===== config.mk =====
export PLATFORM = sky130hd
export DESIGN_NAME = keypad_scan
export DESIGN_NICKNAME = d
export VERILOG_FILES = /design/src/rtl/keypad_pkg.sv /design/src/rtl/keypad_sync_edge.sv /design/src/rtl/keypad_scan.sv
export SDC_FILE = /design/constraint.sdc
export NUM_CORES = 1
export LEC_CHECK = 0
export BUFFER_PORTS_ARGS = -buffer_cell sky130_fd_sc_hd__buf_4
export CORE_ASPECT_RATIO = 0.8
export CORE_MARGIN = 5
export CORE_UTILIZATION = 43
export CTS_CLUSTER_DIAMETER = 150
export DETAILED_ROUTE_END_ITERATION = 16
export HOLD_SLACK_MARGIN = 0.12
export PLACE_DENSITY = 0.61
export SLEW_MARGIN = 20
export SYNTH_ARGS = -nofsm -noshare
export SYNTH_HDL_FRONTEND = slang
export SYNTH_SLANG_ARGS = --single-unit
export TNS_END_PERCENT = 30

===== constraint.sdc =====
create_clock -name clk -period 30.5 [get_ports clk]
set_clock_uncertainty 0.05 [all_clocks]
set_input_delay 1.525 -clock clk [delete_from_list [all_inputs] [get_ports clk]]
set_output_delay 1.525 -clock clk [all_outputs]
set_load 0.005 [all_outputs]

===== src/rtl/keypad_pkg.sv =====
// Shared types and constants for the 4x4 keypad scanner.
package keypad_pkg;

    localparam int NUM_COLS = 4;
    localparam int NUM_ROWS = 4;
    localparam int KEY_W    = 4;

    typedef enum logic [1:0] {
        IDLE     = 2'd0,
        DEBOUNCE = 2'd1,
        HELD     = 2'd2
    } state_e;

    typedef enum logic [1:0] {
        NONE   = 2'd0,
        SINGLE = 2'd1,
        MULTI  = 2'd2
    } frame_res_e;

    // One-hot active-low column drive for column index c.
    function automatic logic [NUM_COLS-1:0] col_drive(input logic [1:0] c);
        return ~(4'b0001 << c);
    endfunction

endpackage


===== src/rtl/keypad_sync_edge.sv =====
// Two-flop synchronizer with a registered rising-edge detect.
// The step pulse is high for one clk cycle, 3 cycles after the input rises.
module sync_edge (
    input  logic clk,
    input  logic rst_n,
    input  logic d_i,
    output logic rise_o
);

    logic meta_q;
    logic sync_q;
    logic prev_q;
    logic rise_q;

    // Synchronize the asynchronous input and register its rising edge.
    always_ff @(posedge clk or negedge rst_n) begin
        if (!rst_n) begin
            meta_q <= 1'b0;
            sync_q <= 1'b0;
            prev_q <= 1'b0;
            rise_q <= 1'b0;
        end else begin
            meta_q <= d_i;
            sync_q <= meta_q;
            prev_q <= sync_q;
            rise_q <= sync_q & ~prev_q;
        end
    end

    assign rise_o = rise_q;

endmodule


===== src/rtl/keypad_scan.sv =====
// 4x4 matrix keypad scanner with frame debounce and ghost rejection.
// Optional auto-repeat is compiled in with the KEYPAD_REPEAT_EN macro.
module keypad_scan
    import keypad_pkg::*;
#(
    parameter int DEBOUNCE_FRAMES = 4,
    parameter int REPEAT_FRAMES   = 32
) (
    input  logic                clk,
    input  logic                rst_n,
    input  logic                t_scan,
    input  logic [NUM_ROWS-1:0] rows,
    output logic [NUM_COLS-1:0] cols,
    output logic [KEY_W-1:0]    key_code,
    output logic                key_valid,
    output logic                key_held
);

    localparam int              CNT_W    = $clog2(DEBOUNCE_FRAMES + 1);
    localparam logic [CNT_W-1:0] CNT_LAST = CNT_W'(DEBOUNCE_FRAMES);

    logic                              step_s;
    logic [NUM_ROWS-1:0]               rows_meta_q;
    logic [NUM_ROWS-1:0]               rows_sync_q;
    logic [1:0]                        col_q;
    logic [NUM_COLS-1:0]               cols_q;
    logic [NUM_COLS-2:0][NUM_ROWS-1:0] frame_q;
    logic [NUM_COLS-1:0][NUM_ROWS-1:0] press_s;
    logic [4:0]                        hits_s;
    logic [KEY_W-1:0]                  key_s;
    frame_res_e                        res_s;
    logic                              frame_end_s;
    logic                              match_s;
    state_e                            state_q;
    logic [CNT_W-1:0]                  cnt_q;
    logic [CNT_W-1:0]                  cnt_inc_s;
    logic [KEY_W-1:0]                  cand_q;
    logic [KEY_W-1:0]                  key_code_q;
    logic                              key_valid_q;
    logic                              key_held_q;

`ifdef KEYPAD_REPEAT_EN
    localparam int              REP_W    = $clog2(REPEAT_FRAMES + 1);
    localparam logic [REP_W-1:0] REP_LAST = REP_W'(REPEAT_FRAMES);
    logic [REP_W-1:0]           rep_q;
`endif

    sync_edge u_tscan_edge (
        .clk    (clk),
        .rst_n  (rst_n),
        .d_i    (t_scan),
        .rise_o (step_s)
    );

    // Two-flop synchronizer for the asynchronous row lines.
    always_ff @(posedge clk or negedge rst_n) begin
        if (!rst_n) begin
            rows_meta_q <= 4'b0000;
            rows_sync_q <= 4'b0000;
        end else begin
            rows_meta_q <= rows;
            rows_sync_q <= rows_meta_q;
        end
    end

    // Column pointer and frame storage; column 3 is consumed live at frame end.
    always_ff @(posedge clk or negedge rst_n) begin
        if (!rst_n) begin
            col_q   <= 2'd0;
            cols_q  <= 4'b1110;
            frame_q <= '0;
        end else if (step_s) begin
            for (int i = 0; i < NUM_COLS - 1; i++) begin
                if (col_q == 2'(i)) begin
                    frame_q[i] <= ~rows_sync_q;
                end
            end
            col_q  <= col_q + 2'd1;
            cols_q <= col_drive(col_q + 2'd1);
        end
    end

    assign frame_end_s = step_s && (col_q == 2'd3);

    // Classify the completed frame: count pressed intersections, remember the last one.
    always_comb begin
        press_s = {~rows_sync_q, frame_q};
        hits_s  = 5'd0;
        key_s   = 4'd0;
        for (int c = 0; c < NUM_COLS; c++) begin
            for (int r = 0; r < NUM_ROWS; r++) begin
                if (press_s[c][r]) begin
                    hits_s = hits_s + 5'd1;
                    key_s  = KEY_W'(r * NUM_COLS + c);
                end else begin
                    hits_s = hits_s;
                end
            end
        end
        if (hits_s == 5'd0) begin
            res_s = NONE;
        end else if (hits_s == 5'd1) begin
            res_s = SINGLE;
        end else begin
            res_s = MULTI;
        end
    end

    assign match_s   = (res_s == SINGLE) && (key_s == cand_q);
    assign cnt_inc_s = cnt_q + CNT_W'(1);

    // Debounce/hold FSM; advances only on frame end, outputs are registered here.
    always_ff @(posedge clk or negedge rst_n) begin
        if (!rst_n) begin
            state_q     <= IDLE;
            cnt_q       <= '0;
            cand_q      <= 4'd0;
            key_code_q  <= 4'd0;
            key_valid_q <= 1'b0;
            key_held_q  <= 1'b0;
`ifdef KEYPAD_REPEAT_EN
            rep_q       <= '0;
`endif
        end else begin
            key_valid_q <= 1'b0;
            if (frame_end_s) begin
                case (state_q)
                    IDLE: begin
                        if (res_s == SINGLE) begin
                            cand_q <= key_s;
                            if (CNT_LAST == CNT_W'(1)) begin
                                key_code_q  <= key_s;
                                key_valid_q <= 1'b1;
                                key_held_q  <= 1'b1;
                                cnt_q       <= '0;
                                state_q     <= HELD;
`ifdef KEYPAD_REPEAT_EN
                                rep_q       <= '0;
`endif
                            end else begin
                                cnt_q   <= CNT_W'(1);
                                state_q <= DEBOUNCE;
                            end
                        end
                    end
                    DEBOUNCE: begin
                        if (match_s) begin
                            if (cnt_inc_s == CNT_LAST) begin
                                key_code_q  <= cand_q;
                                key_valid_q <= 1'b1;
                                key_held_q  <= 1'b1;
                                cnt_q       <= '0;
                                state_q     <= HELD;
`ifdef KEYPAD_REPEAT_EN
                                rep_q       <= '0;
`endif
                            end else begin
                                cnt_q <= cnt_inc_s;
                            end
                        end else begin
                            cnt_q   <= '0;
                            state_q <= IDLE;
                        end
                    end
                    HELD: begin
                        if (match_s) begin
                            cnt_q <= '0;
`ifdef KEYPAD_REPEAT_EN
                            if (rep_q + REP_W'(1) == REP_LAST) begin
                                key_valid_q <= 1'b1;
                                rep_q       <= '0;
                            end else begin
                                rep_q <= rep_q + REP_W'(1);
                            end
`endif
                        end else begin
`ifdef KEYPAD_REPEAT_EN
                            rep_q <= '0;
`endif
                            if (cnt_inc_s == CNT_LAST) begin
                                key_held_q <= 1'b0;
                                cnt_q      <= '0;
                                state_q    <= IDLE;
                            end else begin
                                cnt_q <= cnt_inc_s;
                            end
                        end
                    end
                    default: begin
                        key_held_q <= 1'b0;
                        cnt_q      <= '0;
                        state_q    <= IDLE;
                    end
                endcase
            end
        end
    end

    assign cols      = cols_q;
    assign key_code  = key_code_q;
    assign key_valid = key_valid_q;
    assign key_held  = key_held_q;

endmodule


==> run_results.csv <==
group,metric,value,unit
run_status,outcome,"complete, no violations",
layout,drive_gt1_share,17.7,%
logic_synthesis,yosys_warnings,0,
global_routing,grt_max_degree,46,
logic_synthesis,synth_area_leaders,"dfrtp_1 27%, ha_1 7.1%, xnor2_1 5.9%",
layout,layout_commonest_cell,"dfrtp_1",
floorplan,dieArea,11000,um2
drt,drcViolationCount,0,
drt,antenna_left,0,
floorplan,core,8920,um2
floorplan,num_io_pins,17,
global_routing,overflow,0,
logic_synthesis,syn_area,3870,um2
placement,dp_slack,18570,ps
logic_synthesis,synth_top_family_by_area,"simple AND/OR/NAND/NOR gates",
worst_setup_path,cp_max_fo,12,
worst_setup_path,rr_worst_depth,52,
worst_hold_path,hp-class,"reg2reg",
clocking,cts_tree,"yes",
floorplan,num_rows,31,
placement,gp_congestion,0.777,
layout,fin_nets,447,
logic_synthesis,synth-compound-area-share,17.1,%
global_routing,grtUsageTotal,14.7,%
logic_synthesis,synth.area.mux_share,5.91,%
worst_hold_path,whs_path_depth,0,
clocking,insertion_delay,280,ps
sta,tightest_slew,911,ps
drt,drtIter0Drc,149,
worst_setup_path,cpMaxStageDelayCell,"xnor2_1",
drt,viasPerCell,5.47,
logic_synthesis,synth_edf_count,0,
worst_setup_path,crit_family,"adder cells",
layout,diodes,0,
logic_synthesis,synthCells,413,
logic_synthesis,synthSimpleGateAreaFrac,20.1,%
clocking,clock_sinks,45,
sta,setup_viol,0,
sta,period_needed,11910,ps
worst_setup_path,critPathKind,"reg2reg",
global_routing,grt_pass1_wl,13300,um
worst_hold_path,whs_endpoint,"u_tscan_edge.sync_q",
clocking,htreeDepth,2,
placement,dp_cells,526,
worst_setup_path,max_stage_delay,730,ps
clocking,clk_root_buffer_cell,"clkbuf_16",
logic_synthesis,yosys.area_share.xor_xnor,15.8,%
sta,fmax,84.0,MHz
worst_setup_path,r2r_end,"key_code[0]",
logic_synthesis,netlist.area_leader.share,27.1,%
worst_setup_path,critPathArrivalTime,12020,ps
worst_hold_path,hold_start,"u_tscan_edge.meta_q",
job,cap_violations,0,
logic_synthesis,ys_async_sr_fraction,100,%
global_routing,antenna_found_initial,0,
clocking,cts.reportedPaths.clkPinSlew,60,ps
sta,relSlewSlack,38.8,%
logic_synthesis,ys_seq_elements,45,
placement,dp_hpwl,5810,um
drt,drtPass1Iterations,4,
logic_synthesis,syn-num-nets,442,
sta,slew_viol_final,0,
worst_setup_path,critical_path_buf_inv_count,7,
drt,wl_per_cell,14.2,um
worst_setup_path,cpMostUsedCell,"ha_1",
sta,finalHoldViolations,0,
logic_synthesis,synth-seq-area-share,29.2,%
sta,fin_crit_sh,39.0,%
placement,port_buffers,16,
layout,finalInstanceArea,4180,um2
floorplan,fp.dieH,94.9,um
global_routing,grt_pass1_vias,2870,
floorplan,die_x,116,um
clocking,cts_buffers,5,
logic_synthesis,yosys.area.top_type,"dfrtp_1",
clocking,cts_buffer_depth,2,
clocking,cts_setup_buffers,0,
logic_synthesis,syn_avg_cell_area,9.38,um2
sta,rsz0062_at_grt,"no",
clocking,cts_hold_buf,0,
logic_synthesis,synth_fa_ha_area_share,7.11,%
layout,layout_common_cells,"42 x dfrtp_1, 41 x nand2_1, 29 x nor2_1",
worst_setup_path,r2r_slack,18590,ps
sta,setup-tns-final,0,ps
floorplan,initial_core_util,43.4,%
clocking,cts_resized,0,
worst_setup_path,worstPathRequired,30610,ps
layout,stdcell_count,534,
worst_setup_path,end_kind,"flip-flop",
placement,place_area,4040,um2
logic_synthesis,synth_cell_types,80,
layout,area_growth,7.98,%
worst_setup_path,r2r_start,"frame_q[1]",
layout,n_fill_cell,899,
sta,fin_ws,18590,ps
logic_synthesis,synth_ff_type,"dfrtp_1",
drt,vias,2922,
worst_setup_path,critPathLaunchType,"flip-flop",
drt,drt_wl_total,7570,um
[synth_stat cells (all sizes together), types with 3 or more instances]
master and instances:
a211oi 4, a21boi 3, a21o 4, a21oi 19, a22oi 3, and2 4, and2b 3, and3 4
buf 6, clkbuf 12, dfrtp 42, dfstp 3, ha 22, inv 24, mux2 9, mux2i 10
nand2 42, nand2b 3, nand3 12, nand4 4, nor2 30, nor2b 6, nor3 8, nor3b 7
nor4 6, o211ai 3, o21ai 25, o31ai 6, o32ai 3, or3 3, xnor2 33, xnor3 5
xor2 10
[logic make-up after synthesis]
kind of cell | count (synthesis)
and+or+nand+nor | 141
AOI/OAI and AO/OA | 96
xor gates and xnor gates | 48
DFF | 45
buffers and inverters | 42
adders and majority gates | 22
muxes | 19
[through the flow]
stage	hold slack, ps	utilization [%]
finish	298	46.9
global route	311	46.9
CTS	301	46.9
detailed placement	287	45.3
global placement	284	45.3
floorplan	281	-
[how the worst max path moves through the flow]
stage                    start           to  cells after the start
floorplan           frame_q[1]  key_code[0]                     51
global placement    frame_q[1]  key_code[3]                     52
detailed placement  frame_q[1]  key_code[3]                     52
CTS                 frame_q[1]  key_code[3]                     52
global route        frame_q[1]  key_code[3]                     52
finish              frame_q[1]  key_code[0]                     52
[sequential cells by signal, indices dropped and copies added (netlist names)]
name                 count
key_held                 1
u_tscan_edge.meta_q      1
rows_meta_q              4
u_tscan_edge.rise_o      1
u_tscan_edge.prev_q      1
rows_sync_q              4
state_q                  2
cols                     4
cnt_q                    3
u_tscan_edge.sync_q      1
key_code                 4
key_valid                1
cand_q                   4
frame_q                 12
col_q                    2
[area by class of cell]
type                       instances  area (um2)  area share, %
timing repair buffer              16         120           2.87
clock buffer                       7         133           3.17
inverter                          24        90.1           2.15
clock inverter                     1        7.51          0.179
multi-input combinational        326        2560           61.2
sequential                        45        1130           27.0
tap                              115         144           3.44
[per-layer routing]
metal	global-route usage, %	share of wire, %	vias up
met4	2.80	0.90	0
met2	23.9	45	36
met3	1.92	2.5	8
met1	20.9	52	1389
met5	0	0	-
li1	-	-	1489
Power is left out: the tool's default activity adds up to more than one toggle a clock period on the data nets, which glitch-free logic cannot reach.
